--- config.mk ---
export PLATFORM = sky130hd
export DESIGN_NAME = mbist_mem_sp
export DESIGN_NICKNAME = d
export VERILOG_FILES = /design/src/rtl/mbist_mem_pkg.sv /design/src/rtl/mbist_rd_pipe.sv /design/src/rtl/mbist_mem_sp.sv
export SDC_FILE = /design/constraint.sdc
export NUM_CORES = 1
export LEC_CHECK = 0
export CELL_PAD_IN_SITES_DETAIL_PLACEMENT = 1
export CELL_PAD_IN_SITES_GLOBAL_PLACEMENT = 2
export CORE_ASPECT_RATIO = 0.7
export CORE_MARGIN = 2
export CORE_UTILIZATION = 51
export DETAILED_ROUTE_END_ITERATION = 12
export PLACE_DENSITY = 0.92
export SETUP_SLACK_MARGIN = 0.05
export SYNTH_ARGS = -nofsm -noshare
export SYNTH_HDL_FRONTEND = slang
export SYNTH_SLANG_ARGS = --single-unit
--- constraint.sdc ---
create_clock -name clk -period 5.1 [get_ports clk]
set_input_delay 1.02 -clock clk [delete_from_list [all_inputs] [get_ports clk]]
set_output_delay 1.02 -clock clk [all_outputs]
set_load 0.01 [all_outputs]
--- src/rtl/mbist_mem_pkg.sv ---
// Shared types and elaboration helpers for the MBIST single-port target RAM.
// Optional stuck-at fault injection is enabled by defining MBIST_FAULT_INJ_EN.
package mbist_mem_pkg;

    // Controller state: CLEAR zeroes the array after reset, READY serves traffic.
    typedef enum logic {
        CLEAR,
        READY
    } state_e;

    // Legal read-latency range, checked at elaboration by the top.
    localparam int unsigned RD_LAT_MIN = 1;
    localparam int unsigned RD_LAT_MAX = 3;

    // NBYTES helper: number of byte lanes in a word of the given width.
    function automatic int unsigned nbytes_of(input int unsigned data_w);
        return data_w / 8;
    endfunction

    // DEPTH helper: number of words addressable with the given address width.
    function automatic int unsigned depth_of(input int unsigned addr_w);
        return 32'd1 << addr_w;
    endfunction

endpackage

--- src/rtl/mbist_rd_pipe.sv ---
// Read-return pipeline: RD_LAT stages of valid + data with asynchronous reset.
// The last stage drives dout/rvalid; data stages only advance on a valid entry,
// so dout holds the most recent read value while rvalid is low.
module mbist_rd_pipe #(
    parameter int unsigned DATA   = 16,
    parameter int unsigned RD_LAT = 1
) (
    input  logic            clk_i,
    input  logic            rst_i,
    input  logic            rd_i,
    input  logic [DATA-1:0] rdata_i,
    output logic            rvalid_o,
    output logic [DATA-1:0] dout_o
);

    logic [RD_LAT-1:0] valid_q;
    logic [DATA-1:0]   data_q [RD_LAT];

    // Shift read strobes and sampled words toward the output stage.
    always_ff @(posedge clk_i or posedge rst_i) begin
        if (rst_i) begin
            valid_q <= '0;
            for (int i = 0; i < RD_LAT; i++) begin
                data_q[i] <= '0;
            end
        end else begin
            valid_q[0] <= rd_i;
            if (rd_i) begin
                data_q[0] <= rdata_i;
            end
            for (int i = 1; i < RD_LAT; i++) begin
                valid_q[i] <= valid_q[i-1];
                if (valid_q[i-1]) begin
                    data_q[i] <= data_q[i-1];
                end
            end
        end
    end

    assign rvalid_o = valid_q[RD_LAT-1];
    assign dout_o   = data_q[RD_LAT-1];

endmodule

--- src/rtl/mbist_mem_sp.sv ---
// MBIST target single-port RAM: byte-write enables, pipelined reads with a
// valid strobe, a write/read conflict flag and a post-reset clear sequencer.
// Define MBIST_FAULT_INJ_EN to add fi_* ports that force one bit of reads
// from a chosen address, modelling a stuck-at cell.
module mbist_mem_sp
    import mbist_mem_pkg::*;
#(
    parameter int unsigned ADDR   = 4,
    parameter int unsigned DATA   = 16,
    parameter int unsigned RD_LAT = 1
) (
    input  logic                     clk,
    input  logic                     rst,
    input  logic                     wen,
    input  logic                     ren,
    input  logic [DATA/8-1:0]        be,
    input  logic [ADDR-1:0]          address,
    input  logic [DATA-1:0]          din,
    output logic [DATA-1:0]          dout,
    output logic                     rvalid,
    output logic                     busy,
    output logic                     conflict
`ifdef MBIST_FAULT_INJ_EN
    ,
    input  logic                     fi_en,
    input  logic [ADDR-1:0]          fi_addr,
    input  logic [$clog2(DATA)-1:0]  fi_bit,
    input  logic                     fi_val
`endif
);

    localparam int unsigned NBYTES = nbytes_of(DATA);
    localparam int unsigned DEPTH  = depth_of(ADDR);

    if (RD_LAT < RD_LAT_MIN || RD_LAT > RD_LAT_MAX) begin : g_bad_rd_lat
        $error("mbist_mem_sp: RD_LAT must be within 1..3");
    end
    if ((DATA % 8) != 0) begin : g_bad_data
        $error("mbist_mem_sp: DATA must be a multiple of 8");
    end

    state_e            state_q, state_d;
    logic [ADDR-1:0]   cnt_q, cnt_d;
    logic              conflict_q, conflict_d;
    logic              clr_we;
    logic              wr_en;
    logic              rd_en;
    logic [DATA-1:0]   rd_word;
    logic [DATA-1:0]   mem_q [DEPTH];

    // State, clear counter and conflict flag registers.
    always_ff @(posedge clk or posedge rst) begin
        if (rst) begin
            state_q    <= CLEAR;
            cnt_q      <= '0;
            conflict_q <= 1'b0;
        end else begin
            state_q    <= state_d;
            cnt_q      <= cnt_d;
            conflict_q <= conflict_d;
        end
    end

    // Sequence the clear sweep, then decode requests; wen/ren are ignored while clearing.
    always_comb begin
        state_d    = state_q;
        cnt_d      = cnt_q;
        conflict_d = 1'b0;
        clr_we     = 1'b0;
        wr_en      = 1'b0;
        rd_en      = 1'b0;
        case (state_q)
            CLEAR: begin
                clr_we = 1'b1;
                cnt_d  = cnt_q + 1'b1;
                if (cnt_q == ADDR'(DEPTH - 1)) begin
                    state_d = READY;
                end
            end
            READY: begin
                wr_en      = wen & ~ren;
                rd_en      = ren & ~wen;
                conflict_d = wen & ren;
            end
            default: state_d = CLEAR;
        endcase
    end

    // Array update: clear sweep has priority, otherwise per-byte writes.
    always_ff @(posedge clk) begin
        if (clr_we) begin
            mem_q[cnt_q] <= '0;
        end else if (wr_en) begin
            for (int i = 0; i < NBYTES; i++) begin
                if (be[i]) begin
                    mem_q[address][8*i +: 8] <= din[8*i +: 8];
                end
            end
        end
    end

    // Word presented to the read pipeline, optionally with one bit forced.
    always_comb begin
        rd_word = mem_q[address];
`ifdef MBIST_FAULT_INJ_EN
        if (fi_en && (fi_addr == address)) begin
            rd_word[fi_bit] = fi_val;
        end
`endif
    end

    mbist_rd_pipe #(
        .DATA   (DATA),
        .RD_LAT (RD_LAT)
    ) u_rd_pipe (
        .clk_i    (clk),
        .rst_i    (rst),
        .rd_i     (rd_en),
        .rdata_i  (rd_word),
        .rvalid_o (rvalid),
        .dout_o   (dout)
    );

    assign busy     = (state_q == CLEAR);
    assign conflict = conflict_q;

endmodule

# [Word level (Yosys, flattened, before mapping)]
# Memories as Yosys holds them, arrays and structs flattened. A register that Yosys moved wholly into a read port is not among the register bits.
# Index checks and enable logic that the tools add are counted.
[word_totals] ff_bits=7 latchBits=0 mem_bits_rw=256 mem_bits_ro=0 in_bits=26 out_inout_bits=19 wordCells=31 memories=1
[mem_list] name="mem_q" words=16 width=16 rd=1 rd_clocked_by_memory_dff=1 write_ports=1 line="mbist_mem_sp.sv:49" text="logic [DATA-1:0] mem_q [DEPTH];"
[op_classes] n_addsub=1 multipliers=0 n_div=0 magnitude_cmp=0 n_eq_ne=1 shifts=0 muxes=17 n_bitwise=6 n_reduce_logical=1
[op_table] op="$mux W16" count=1
[op_table] op="$reduce_or A16 Y1" count=1
[op_table] op="$mux W1" count=14
[op_table] op="$add A4 B1 Y4 const B" count=1
[op_table] op="$eq A4 B4 Y1 const B" count=1
[op_table] op="$mux W4" count=1
[op_table] op="$and A1 B1 Y1" count=3
[op_table] op="$not A1 Y1" count=3
[op_table] op="$mux W2" count=1

# [Logic depth before layout (Yosys ltp)]
[logic_depth] word_depth=8 mapped_depth=7 depth_no_buf=4

# [Hierarchy]
# A second synthesis with hierarchy kept.
[unflattened] cells_unflattened=567 hier_area_um2=11220.8
[by_module_without_submodules] mod="mbist_mem_sp" n_inst=1 cells_each=531 area_each_um2=10542.6 seq_area_each_um2=7837.5
[by_module_without_submodules] mod="mbist_rd_pipe" n_inst=1 cells_each=36 area_each_um2=678.2 seq_area_each_um2=425.4

# [Least setup slack after synthesis]
# No wires, ideal clock.
[synth_path] kind="in2reg" startpoint="input ren" endpoint="memory mem_q[11][0], enable pin" setup_time_ns=0.370 arrival_ns=2.210 required_time_ns=4.730 setup_slack_ns=2.519 path_stages=6 n_path_buf=2 path_cell_list="buf_2 -> and3b_1 -> buf_4 -> a21oi_1 -> o21ai_1 -> nor2_1"
[synth_between] elab_chain_cells=8 elab_cells_between_ends=12 cone_classes="mux: 9; bitwise: 2; reduce/logical: 1"
[synth_rtl] element="from (decl)" line="mbist_mem_sp.sv:15" text="input logic ren,"
[synth_rtl] element="$not A1 Y1 (*)" line="mbist_mem_sp.sv:81" text="wr_en = wen & ~ren;"
[synth_rtl] element="$and A1 B1 Y1 (*)" line="mbist_mem_sp.sv:81"
[synth_rtl] element="$mux W1 (*)" line="mbist_mem_sp.sv:72" text="case (state_q)"
[synth_rtl] element="$mux W1" line="mbist_mem_sp.sv:93" text="end else if (wr_en) begin"
[synth_rtl] element="$mux W1" line="mbist_mem_sp.sv:91" text="if (clr_we) begin"
[synth_rtl] element="$mux W1 (implied by the code)" line="mbist_mem_sp.sv:96" text="mem_q[address][8*i +: 8] <= din[8*i +: 8];"
[synth_rtl] element="$reduce_or A16 Y1 (no source line)"
[synth_rtl] element="$mux W4 (no source line) or $mux W2 (tied branches)"
[synth_rtl] element="to (decl)" line="mbist_mem_sp.sv:49"
# Every way passes the cells marked *; elsewhere a longest branch is shown, timed or not.

# [Final worst setup path]
[layout_path] startpoint="input wen" endpoint="memory mem_q[5][4], enable pin"
[layout_between] elab_chain_cells=7 elab_cells_between_ends=11 cone_classes="mux: 9; bitwise: 1; reduce/logical: 1"
[layout_rtl] element="from (decl)" line="mbist_mem_sp.sv:14" text="input logic wen,"
[layout_rtl] element="$and A1 B1 Y1 (*)" line="mbist_mem_sp.sv:81"
[layout_rtl] element="$mux W1 (*)" line="mbist_mem_sp.sv:72"
[layout_rtl] element="$mux W1" line="mbist_mem_sp.sv:93"
[layout_rtl] element="$mux W1" line="mbist_mem_sp.sv:91"
[layout_rtl] element="$mux W1 (implied by the code)" line="mbist_mem_sp.sv:96"
[layout_rtl] element="$reduce_or A16 Y1 (no source line)"
[layout_rtl] element="$mux W4 (no source line) or $mux W2 (tied branches)"
# Marked as above.

==> impl_metrics.env <==
export IMPL_fin_tns_setup_ps=0
export IMPL_slew_limit_headroom_pct=25.0
export IMPL_fmax_mhz=297
export IMPL_highest_layer="met4"
export IMPL_area_growth_pct=13.1
export IMPL_worst_pin_slew_ps=1120
export IMPL_peakVddDrop_v=0.000336
export IMPL_required_ps=5290
export IMPL_drive_gt1_share_pct=14.9
export IMPL_cts_buffers=27
export IMPL_cts_tree="built"
export IMPL_dr_wl_met3_mm=2.12
export IMPL_dr_pass1_iters=5
export IMPL_clockBufferDepth=3
export IMPL_cp_max_fo=22
export IMPL_synthArstFlopShare_pct=8.24
export IMPL_viasPerCell=6.38
export IMPL_hold_viol=0
export IMPL_stdcell_area_sq_um=12600
export IMPL_cp_start_kind="input port"
export IMPL_cts_hold_fix_buffers=0
export IMPL_hpwl_mm=17.9
export IMPL_cp_num_buf_inv=1
export IMPL_overflow=0
export IMPL_h_tree_depth=1
export IMPL_rsz0062_at_grt="false"
export IMPL_routedWlPerCell_um=30.3
export IMPL_wl_met2_mm=13.5
export IMPL_cellPowerDensity_nw_per_um2=382
export IMPL_setup_viol=0
export IMPL_cts_sinks=279
export IMPL_grt_pass1_vias=6170
export IMPL_core_area_sq_um=21600
export IMPL_hp_class="flip-flop to flip-flop"
export IMPL_die_h_um=128
export IMPL_maxCapViolCount=0
export IMPL_nNetsFinal=652
export IMPL_synth_ff_type="edfxtp_1"
export IMPL_first_iter_violations=621
export IMPL_dp_slack_ps=1310
export IMPL_antenna_found_initial=0
export IMPL_final_period_utilization_pct=66.0
export IMPL_synth_avg_cell_area_sq_um=19.3
export IMPL_cp_slowest_cell="and3b_1"
export IMPL_slowest_delay_ps=730
export IMPL_initial_core_util_pct=51.7
export IMPL_ys_ff_latch=279
export IMPL_die_area_sq_um=23100
export IMPL_syn_nets=606
export IMPL_synth_edf_count=256
export IMPL_post_cts_setup_buffers=0
export IMPL_syn_cell_area_sq_um=11200
export IMPL_ys_warn_count=0
export IMPL_cp_cell_sequence="clkdlybuf4s50_1, and3b_1, a21oi_1, a31oi_2, nor2_1"
export IMPL_remaining_drc_errors=0
export IMPL_rows=45
export IMPL_clock_latency_ps=540
export IMPL_cts_root_buffer="clkbuf_16"
export IMPL_placed_area_sq_um=11700
export IMPL_grt_usage_pct=25.0
export IMPL_status="completed"
export IMPL_grt_pass1_wl_mm=42.2
export IMPL_grt_max_degree=52
export IMPL_synth_cells=579
export IMPL_critical_path_class="input port to flip-flop"
export IMPL_crit_family="simple AND/OR/NAND/NOR gates"
export IMPL_totalWireLength_mm=28.1
export IMPL_cts_clk_slew_worst_paths_ps=60
export IMPL_drt_met1_wl_mm=12.1
export IMPL_gp_congestion=0.845
export IMPL_end_kind="flip-flop"
export IMPL_power_leakage_nw=4.77
export IMPL_n_antenna_cell=0
export IMPL_finalMaxSlewViolations=0
export IMPL_worst_slack_ps=1730
export IMPL_ioPinCount=45
export IMPL_fin_crit_ps=3370
export IMPL_die_width_um=181
export IMPL_synth_cell_type_count=41
export IMPL_yosysSeqAreaShare_pct=73.9
export IMPL_final_antenna_net_count=0
export IMPL_io_buffers=44
export IMPL_cts_resized=0
export IMPL_p_total_mw=4.83
export IMPL_final_setup_skew_ps=25.1
export IMPL_arrival_ps=3560
export IMPL_vias=5909
-- final timing paths --
| path | slack (ps) | end | cells past startpoint | startpoint |
|---|---|---|---|---|
| hold / removal | 520 | u_rd_pipe.dout_o[12] | 2 | u_rd_pipe.dout_o[12] |
| setup / recovery | 1730 | mem_q[5][4] | 5 | wen |
| max in group asynchronous | 3320 | u_rd_pipe.rvalid_o | 2 | rst |
| hold reg to reg | 520 | u_rd_pipe.dout_o[12] | 2 | u_rd_pipe.dout_o[12] |
| min in group asynchronous | 1080 | cnt_q[0] | 2 | rst |
| setup reg to reg | 2230 | mem_q[5][4] | 4 | state_q |
-- sequential cells by signal, summed over array words and instances, names as in the netlist --
register	count
cnt_q	4
mem_q	256
state_q	1
u_rd_pipe.dout_o	16
conflict	1
u_rd_pipe.rvalid_o	1
-- layout make-up --
| type | count | area, sq um |
|---|---|---|
| multi-input combinational | 263 | 2630 |
| inverter | 4 | 15.0 |
| fill | 1887 | 8980 |
| clock inverter | 19 | 224 |
| tap | 282 | 353 |
| clock buffer | 29 | 683 |
| timing repair buffer | 50 | 473 |
| sequential | 279 | 8260 |
-- layer usage --
metal	GRT usage (%)	vias to the layer above
met3	4.57	34
met5	0	-
met4	4.30	0
met2	40.3	308
li1	-	2442
met1	36.9	3125
-- worst min-delay path: stages, from the launching register on --
cell	delay, ps
dfrtp_1	350
nand2_1	50
o211ai_1	80
-- Yosys cell counts (2+ instances only) --
cell | n | share of area [%]
edfxtp_1 | 256 | 69
a221oi_1 | 11 | 0.86
nand3b_1 | 3 | 0.20
and2_1 | 2 | 0.11
nand2_1 | 22 | 0.74
nor4b_1 | 2 | 0.16
clkbuf_1 | 5 | 0.17
a21oi_1 | 5 | 0.22
mux4_1 | 12 | 2.8
dfrtp_1 | 23 | 5.1
xnor2_1 | 3 | 0.24
o211ai_1 | 16 | 1.1
buf_6 | 11 | 1.1
and3_1 | 17 | 0.95
inv_1 | 4 | 0.13
o21ai_1 | 24 | 1.1
a221oi_2 | 5 | 0.67
buf_4 | 7 | 0.47
buf_2 | 8 | 0.36
nand3_1 | 2 | 0.090
mux2i_1 | 49 | 4.4
nand2b_1 | 4 | 0.22
mux4_2 | 36 | 7.3
nor2_1 | 35 | 1.2
-- logic make-up after synthesis --
group | share of synthesized area (%)
flip-flops | 73.9
AO/OA/AOI/OAI | 4.16
adder cells (fa/ha/maj) | 0.112
buffers and inverters | 2.55
AND/OR/NAND/NOR | 4.35
XOR/XNOR | 0.235
multiplexers | 14.7
-- cell usage in the layout, fill, tap and decap left out, types with 3 or more instances in the layout --
| cell | count |
|---|---|
| o21ai_1 | 24 |
| edfxtp_1 | 256 |
| clkinv_1 | 6 |
| dfrtp_1 | 23 |
| bufinv_16 | 5 |
| nand3b_1 | 3 |
| nand2_1 | 22 |
| a221oi_2 | 5 |
| and3_1 | 17 |
| clkbuf_16 | 27 |
| a21oi_1 | 5 |
| clkinv_2 | 5 |
| mux2i_1 | 49 |
| mux4_2 | 36 |
| nor2_1 | 35 |
| inv_1 | 4 |
| mux4_1 | 12 |
| o211ai_1 | 16 |
| a221oi_1 | 11 |
| clkdlybuf4s50_1 | 41 |
| nand2b_1 | 4 |
| xnor2_1 | 3 |
| buf_4 | 7 |
-- through the flow --
stage,hold WS [ps],instances,util (%)
after floorplan,516,579,-
after global placement,498,878,54.3
after detailed placement,511,878,54.3
after CTS,525,926,58.5
after global routing,552,926,58.5
final,516,926,58.5
-- report_power, final --
part           switching [mW]  total (mW)  internal [mW]
Clock                   0.848        2.07           1.22
Sequential             0.0114        2.52           2.50
Combinational           0.146       0.245         0.0996
Total                    1.01        4.83           3.82
No activity file was read; power rests on OpenSTA's default activity.
